### src/rtl/gpu_mem_pkg.sv
// Shared definitions for the VRAM burst-writer packing stages.
package gpu_mem_pkg;

    localparam int PIXEL_BURST = 16;
    localparam int LINE_BYTES  = 32;

    typedef enum logic [1:0] {
        ST_IDLE   = 2'd0,
        ST_GATHER = 2'd1,
        ST_ISSUE  = 2'd2
    } burst_state_e;

    // Each pixel lane covers two bytes, so every mask bit enables a byte pair.
    function automatic logic [LINE_BYTES-1:0] expand_mask(input logic [PIXEL_BURST-1:0] mask);
        logic [LINE_BYTES-1:0] be;
        be = '0;
        for (int k = 0; k < PIXEL_BURST; k++) begin
            be[2*k +: 2] = {2{mask[k]}};
        end
        return be;
    endfunction

endpackage

### src/rtl/gpu_lane_pick.sv
// Lowest-set-bit encoder: picks the next pixel lane still waiting for data.
module gpu_lane_pick (
    input  logic [15:0] req_i,
    output logic [3:0]  index_o,
    output logic [15:0] onehot_o
);

    // Scan from the top down so the lowest set bit is the last one written.
    always_comb begin
        index_o  = '0;
        onehot_o = '0;
        for (int k = 15; k >= 0; k--) begin
            if (req_i[k]) begin
                index_o  = 4'(k);
                onehot_o = 16'(1) << k;
            end
        end
    end

endmodule

### src/rtl/gpu_mem_burst_writer.sv
// Merges address-generator beats with a pixel stream into masked 256-bit VRAM line writes.
module gpu_mem_burst_writer #(
    parameter int PIXEL_BURST = 16,
    parameter int ADDR_W      = 32
) (
    input  logic                     clk_i,
    input  logic                     rst_n_i,
    input  logic                     gen_valid_i,
    input  logic [ADDR_W-1:0]        gen_addr_i,
    input  logic [PIXEL_BURST-1:0]   gen_mask_i,
    input  logic                     gen_last_i,
    output logic                     gen_accept_o,
    input  logic                     pix_valid_i,
    input  logic [15:0]              pix_data_i,
    output logic                     pix_ready_o,
    input  logic                     set_mask_i,
    input  logic                     abort_i,
    output logic                     mem_valid_o,
    output logic [ADDR_W-1:0]        mem_addr_o,
    output logic [PIXEL_BURST*16-1:0] mem_data_o,
    output logic [PIXEL_BURST*2-1:0] mem_be_o,
    input  logic                     mem_ready_i,
    output logic                     done_o
);
    import gpu_mem_pkg::*;

    burst_state_e             state_q, state_d;
    logic [ADDR_W-1:0]        addr_q, addr_d;
    logic [PIXEL_BURST-1:0]   rem_q, rem_d;
    logic [PIXEL_BURST*16-1:0] data_q, data_d;
    logic [PIXEL_BURST*2-1:0] be_q, be_d;
    logic                     last_q, last_d;
    logic                     done_q, done_d;
    logic                     abort_seen_q, abort_seen_d;

    logic [3:0]               lane_idx;
    logic [15:0]              lane_onehot;
    logic [PIXEL_BURST-1:0]   rem_next;

    gpu_lane_pick u_lane_pick (
        .req_i    (rem_q),
        .index_o  (lane_idx),
        .onehot_o (lane_onehot)
    );

    assign rem_next = rem_q & ~lane_onehot;

    // Handshake outputs come from registered state only; reset also forces accept low.
    assign gen_accept_o = (state_q == ST_IDLE) && rst_n_i;
    assign pix_ready_o  = (state_q == ST_GATHER);
    assign mem_valid_o  = (state_q == ST_ISSUE);
    assign mem_addr_o   = addr_q;
    assign mem_data_o   = data_q;
    assign mem_be_o     = be_q;
    assign done_o       = done_q;

    // Next-state logic: accept a beat, fill lanes in ascending order, then hold the write until taken.
    always_comb begin
        state_d      = state_q;
        addr_d       = addr_q;
        rem_d        = rem_q;
        data_d       = data_q;
        be_d         = be_q;
        last_d       = last_q;
        done_d       = 1'b0;
        abort_seen_d = abort_seen_q;
        case (state_q)
            ST_IDLE: begin
                abort_seen_d = 1'b0;
                if (gen_valid_i) begin
                    addr_d = gen_addr_i;
                    rem_d  = gen_mask_i;
                    data_d = '0;
                    be_d   = expand_mask(gen_mask_i);
                    last_d = gen_last_i;
                    if (gen_mask_i != '0) begin
                        state_d = ST_GATHER;
                    end else begin
                        done_d = gen_last_i;
                    end
                end
            end
            ST_GATHER: begin
                if (abort_i) begin
                    state_d = ST_IDLE;
                end else if (pix_valid_i) begin
                    data_d[16*lane_idx +: 16] = pix_data_i | {set_mask_i, 15'b0};
                    rem_d = rem_next;
                    if (rem_next == '0) begin
                        state_d = ST_ISSUE;
                    end
                end
            end
            ST_ISSUE: begin
                if (abort_i) begin
                    abort_seen_d = 1'b1;
                end
                if (mem_ready_i) begin
                    state_d = ST_IDLE;
                    done_d  = last_q && !abort_seen_q && !abort_i;
                end
            end
            default: begin
                state_d = ST_IDLE;
            end
        endcase
    end

    // State and datapath registers, cleared asynchronously by reset.
    always_ff @(posedge clk_i or negedge rst_n_i) begin
        if (!rst_n_i) begin
            state_q      <= ST_IDLE;
            addr_q       <= '0;
            rem_q        <= '0;
            data_q       <= '0;
            be_q         <= '0;
            last_q       <= 1'b0;
            done_q       <= 1'b0;
            abort_seen_q <= 1'b0;
        end else begin
            state_q      <= state_d;
            addr_q       <= addr_d;
            rem_q        <= rem_d;
            data_q       <= data_d;
            be_q         <= be_d;
            last_q       <= last_d;
            done_q       <= done_d;
            abort_seen_q <= abort_seen_d;
        end
    end

endmodule
### config.mk
export PLATFORM = sky130hd
export DESIGN_NAME = gpu_mem_burst_writer
export DESIGN_NICKNAME = d
export VERILOG_FILES = /design/src/rtl/gpu_mem_pkg.sv /design/src/rtl/gpu_lane_pick.sv /design/src/rtl/gpu_mem_burst_writer.sv
export SDC_FILE = /design/constraint.sdc
export NUM_CORES = 1
export LEC_CHECK = 0
export CORE_UTILIZATION = 35
export CTS_CLUSTER_DIAMETER = 100
export DETAILED_ROUTE_END_ITERATION = 10
export GPL_ROUTABILITY_DRIVEN = 1
export PLACE_DENSITY = 0.72
export SLEW_MARGIN = 30
export SYNTH_ARGS = -nofsm -noshare
export SYNTH_HDL_FRONTEND = slang
export SYNTH_SLANG_ARGS = --single-unit
### constraint.sdc
create_clock -name clk_i -period 9.8 [get_ports clk_i]
set_input_delay 1.96 -clock clk_i [delete_from_list [all_inputs] [get_ports clk_i]]
set_output_delay 1.96 -clock clk_i [all_outputs]
set_load 0.05 [all_outputs]
# ---- Word-level counts from Yosys, hierarchy flattened
# Index checks and enable logic that the tools add are counted.
dict set report classes {
  addsub 1
  eq_ne 10
  n_shift 2
  mux 54
  n_bitwise 3
  reduce_logical 14
}
# cell count
set ops {}
lappend ops {{256-bit two-way mux} 3}
lappend ops {{256-bit case mux with 2 select lines} 1}
lappend ops {{16-bit two-way mux} 19}
lappend ops {{256-bit bitwise mux} 1}
lappend ops {{16-bit by 34-bit variable shift with 256-bit output (first input constant)} 1}
lappend ops {{16-bit by 34-bit indexed part select with 256-bit output} 1}
lappend ops {{4-bit two-way mux} 16}
lappend ops {{8-bit negator with 34-bit output} 1}
lappend ops {{16-bit case mux with 2 select lines} 1}
lappend ops {{16-bit bitwise AND} 1}
lappend ops {{16-bit zero test} 1}
lappend ops {{16-bit inverter} 1}
lappend ops {{16-bit OR} 1}
lappend ops {{16-bit nonzero test} 1}
lappend ops {{2-bit two-way mux} 6}
lappend ops {{2-bit inequality test (second input constant)} 4}
lappend ops {{2-bit case mux with 3 select lines} 1}
lappend ops {{5-bit AND reduction} 1}
lappend ops {{1-bit two-way mux} 4}
lappend ops {{2-bit by 1-bit inequality test with 1-bit output (second input constant)} 2}
lappend ops {{1-bit case mux with 2 select lines} 2}
lappend ops {{2-bit AND reduction} 2}
lappend ops {{4-bit AND reduction} 1}
lappend ops {{2-bit nonzero test} 2}
lappend ops {{other kinds (7)} 10}
dict set report totals {
  regBits 340
  in_bits 72
  output_inout_bits 324
  word_cells 92
}

# ---- Logic depth before layout (Yosys ltp)
dict set report depth {
  word_depth 23
  ltp_mapped 15
  ltp_nobuf 13
}

# ---- By module
# From an unflattened synthesis, not the netlist that was laid out.
dict set report unflattened {
  cells_unflattened 1241
  area_unflattened_um2 13785.7
}
# module instances cells_per_inst area_per_inst_um2 seq_area_each_um2
set modules_own_cells {}
lappend modules_own_cells {gpu_mem_burst_writer 1 1191 13449.1 8132.8}
lappend modules_own_cells {gpu_lane_pick 1 50 336.6 0.0}

# ---- Worst setup path after synthesis
# No wires, ideal clock.
dict set report synth_timing {
  path_type {input -> output}
  from {in rst_n_i}
  to {out gen_accept_o}
  arrival_ps 2367
  required_ps 7840
  path_slack_ps 5473
  cell_stages 1
  n_path_buf 0
  cell_sequence {and2_1}
}
dict set report synth_between {
  elab_chain_len 1
}
# element line
set synth_lines {}
lappend synth_lines {{from (decl)} gpu_mem_burst_writer.sv:7} ;# input logic rst_n_i,
lappend synth_lines {{1-bit logical AND} gpu_mem_burst_writer.sv:49} ;# assign gen_accept_o = (state_q == ST_IDLE) && rst_n_i;
lappend synth_lines {{to (decl)} gpu_mem_burst_writer.sv:12} ;# output logic gen_accept_o,
# Every way passes these cells.

# ---- Worst setup path in the final report
# Same ends and word-level chain as after synthesis.

==> out/qor.yml <==
floorplan.die.height_um: 194
final_hold_viol_count: 0
clockPowerShare_pct: 33.9
wl_per_cell_um: 22.7
run_status: "complete, no violations"
period_share_pct: 56.5
global_route.usage.met2_pct: 37.0
cts_repair_resize_count: 0
max_freq_ghz: 0.181
power.share.sequential_pct: 38.2
layout.filler_cells: 3160
critical_path.cell_chain: "buf_8, and2_1, clkdlybuf4s50_1"
gr-usage-met3_pct: 5.44
dpl-instance-area_sq_um: 17200
worst-path-max-fanout: 98
synth_enable_flop_cells: 0
synthXorXnorAreaFrac_pct: 0
dieArea_sq_um: 37700
dominant_combinational_cell_family_by_area_after_synthesis: "compound AO/OA/AOI/OAI gates"
yosys-mux-area-fraction_pct: 1.39
finalSetupViolations: 0
grt_antenna_before_repair: 0
clock_transition_at_the_registers_of_the_reported_paths_ps: 50
finalWorstPathRequiredPeriod_ps: 5540
synthCells: 1085
vdd_drop_max_v: 0.000143
design.core.area_sq_um: 36500
grt_overflow: 0
timing.max_cap.violations: 0
synth-adder-area-share_pct: 0.271
syn_avg_cell_area_sq_um: 11.9
post_cts_hold_buffer_count: 0
power_frac_comb_pct: 27.9
synth_compound_area_share_pct: 20.8
insertedDiodeCount: 0
grt_util_all_layers_pct: 22.9
crit_path_max_delay_cell_type: "sky130_fd_sc_hd__clkdlybuf4s50_1"
critical_path.max_stage_delay_ps: 800
ys_types: 55
met1_usage_pct: 30.4
io_pins: 396
top_usage_layer: "met2"
die-width_um: 194
post-route-drc-count: 0
post-dp-hpwl_um: 28900
clkSinkCount: 325
numCtsBuffers: 37
timing.setup.critical_path_class: "input pin to primary output"
routabilityCongestion: 0.849
synth-seq-cells: 325
h_tree_level_count: 2
synth_simple_gate_area_share_pct: 10.2
synth_warn: 0
num_vias: 10572
hold_path_class: "flop to flop"
grt_pass1_wl_um: 66300
syn_area_sq_um: 12900
nets: 1492
first_iter_violations: 591
relative_max_transition_margin_pct: 31.6
worst-endpoint-required_ps: 7840
drtPass1Iterations: 5
min_path_cells: 2
post_route_cells_drive_above_1_share_pct: 8.24
worstPathArrival_ps: 3580
postLayoutCellArea_sq_um: 18500
num_rows: 70
routed_via_density: 5.53
timing.reg2reg.worst_path_depth: 11
clock_tree.root_cell: "sky130_fd_sc_hd__clkbuf_16"
post_cts_buffers: 0
synth_async_sr_flop_share_pct: 100
synth_seq_area_share_pct: 62.9
grt_start_max_net_pins: 172
critical_path.endpoint_type: "primary output"
totalNegativeSetupSlack_ps: 0
sw_frac_of_total_pct: 35.2
grt_pass1_vias: 10465
start_util_pct: 35.4
power.leakage_nw: 8.37
clk-insertion-delay-late_ps: 520
power.switching_mw: 1.43
number_of_nets_produced_by_synthesis: 1159
total_routed_length_um: 43500
areaGrowthSynthToFinish_pct: 42.6
drv_slew: 0
startpoint_type: "input pin"
clock_skew_ps: 17.0
tritoncts: "yes"
port_buffers: 395
antenna_violating_nets_left: 0
ys.flop_type: "sky130_fd_sc_hd__dfrtp_1"
rsz0062_at_grt: "no"
tightest_slew_ps: 1020
p_int_mw: 2.63
clockBufferDepth: 3
power_per_cell_area_nw_per_um2: 220
-- stage by stage --
step | instances | power, mW | setup WS [ps] | hold WS [ps] | util, %
4_1_cts | 1911 | 4.08 | 4230 | 475 | 50.5
2_1_floorplan | 1085 | 2.27 | 5470 | 445 | -
3_3_place_gp | 1844 | 2.66 | 4240 | 457 | 47.0
6_report | 1912 | 4.05 | 4260 | 470 | 50.5
3_5_place_dp | 1846 | 2.69 | 4240 | 461 | 47.1
5_1_grt | 1912 | 4.22 | 4130 | 493 | 50.5
-- cell families (layout without fill, tap and decap cells) --
logic type / Yosys count / count (layout)
DFF: 325 / 325
adders and majority gates: 3 / 3
muxes: 18 / 18
buffers and inverters: 131 / 490
and+or+nand+nor: 293 / 293
AOI/OAI and AO/OA: 315 / 315
-- critical path, delay by kind of cell --
kind	cells	cell delay, ps
buf+inv	2	1300
simple gates	1	220
-- cell usage after synthesis, drive strengths merged, types with 3 or more instances --
| cell type | number | area share [%] |
|---|---|---|
| and2 | 7 | 0.34 |
| or2 | 3 | 0.15 |
| nand2 | 199 | 5.8 |
| nand3 | 5 | 0.19 |
| a32o | 65 | 5.0 |
| o21ai | 16 | 0.62 |
| mux2i | 18 | 1.4 |
| o2bb2ai | 3 | 0.20 |
| nand3b | 3 | 0.17 |
| or4 | 7 | 0.49 |
| o211a | 4 | 0.31 |
| clkbuf | 79 | 2.3 |
| buf | 46 | 2.0 |
| nor3 | 13 | 0.63 |
| nand2b | 4 | 0.19 |
| dfrtp | 325 | 63 |
| a21oi | 24 | 0.93 |
| nor4 | 17 | 0.97 |
| a22o | 184 | 12 |
| nor2b | 5 | 0.24 |
| nor2 | 22 | 0.66 |
| inv | 6 | 0.17 |
-- metal layers --
layer,part of all wire [%],wire (um)
met2,48,20700
met1,42,18200
met3,7.8,3400
met5,0,0
met4,2.7,1180
-- path summary, 6_finish.rpt --
path                       slack (ps)               to           start
setup / recovery                 4260     gen_accept_o         rst_n_i
hold / removal                    470   mem_addr_o[28]  mem_addr_o[28]
setup reg to reg                 5100   mem_data_o[66]       rem_q[11]
hold reg to reg                   470   mem_addr_o[28]  mem_addr_o[28]
max in group asynchronous        6910  mem_data_o[231]         rst_n_i
min in group asynchronous        1440  mem_data_o[113]         rst_n_i
-- state kept, by name (all words and copies together) (netlist names) --
| signal | count |
|---|---|
| mem_data_o | 256 |
| mem_addr_o | 32 |
| mem_be_o | 16 |
| rem_q | 16 |
| state_q | 2 |
| abort_seen_q | 1 |
| done_o | 1 |
| last_q | 1 |
-- cells in the final DEF, fill, tap and decap left out, types with 4 or more instances in the layout --
cell type	count
sky130_fd_sc_hd__a21oi_1	19
sky130_fd_sc_hd__a21oi_2	4
sky130_fd_sc_hd__a22o_1	184
sky130_fd_sc_hd__a32o_1	65
sky130_fd_sc_hd__and2_1	6
sky130_fd_sc_hd__buf_2	9
sky130_fd_sc_hd__buf_4	20
sky130_fd_sc_hd__clkbuf_1	8
sky130_fd_sc_hd__clkbuf_16	39
sky130_fd_sc_hd__clkbuf_8	7
sky130_fd_sc_hd__clkdlybuf4s50_1	385
sky130_fd_sc_hd__clkinv_2	6
sky130_fd_sc_hd__dfrtp_1	325
sky130_fd_sc_hd__inv_1	6
sky130_fd_sc_hd__mux2i_1	18
sky130_fd_sc_hd__nand2_1	197
sky130_fd_sc_hd__nand2b_1	4
sky130_fd_sc_hd__nand3_1	5
sky130_fd_sc_hd__nor2_1	20
sky130_fd_sc_hd__nor2b_1	5
sky130_fd_sc_hd__nor3_1	8
sky130_fd_sc_hd__nor3_4	4
sky130_fd_sc_hd__nor4_1	13
sky130_fd_sc_hd__o211a_1	4
sky130_fd_sc_hd__o21ai_0	16
sky130_fd_sc_hd__or4_1	4
-- final cells by class --
class	instances	area, sq um	area share [%]
tap	468	586	3.17
clock buffer	54	1100	5.97
multi-input combinational	629	4350	23.5
clock inverter	11	115	0.624
timing repair buffer	419	4150	22.5
sequential	325	8130	44.1
inverter	6	22.5	0.122
-- power by group through the flow --
stage	combinational [mW]	clock (mW)	sequential [mW]
6_report	1.13	1.38	1.55
5_1_grt	1.20	1.46	1.56
4_1_cts	1.13	1.40	1.54
3_5_place_dp	1.13	0	1.56
3_3_place_gp	1.10	0	1.56
2_1_floorplan	0.461	0	1.81
Power figures use the tool's default switching activity.
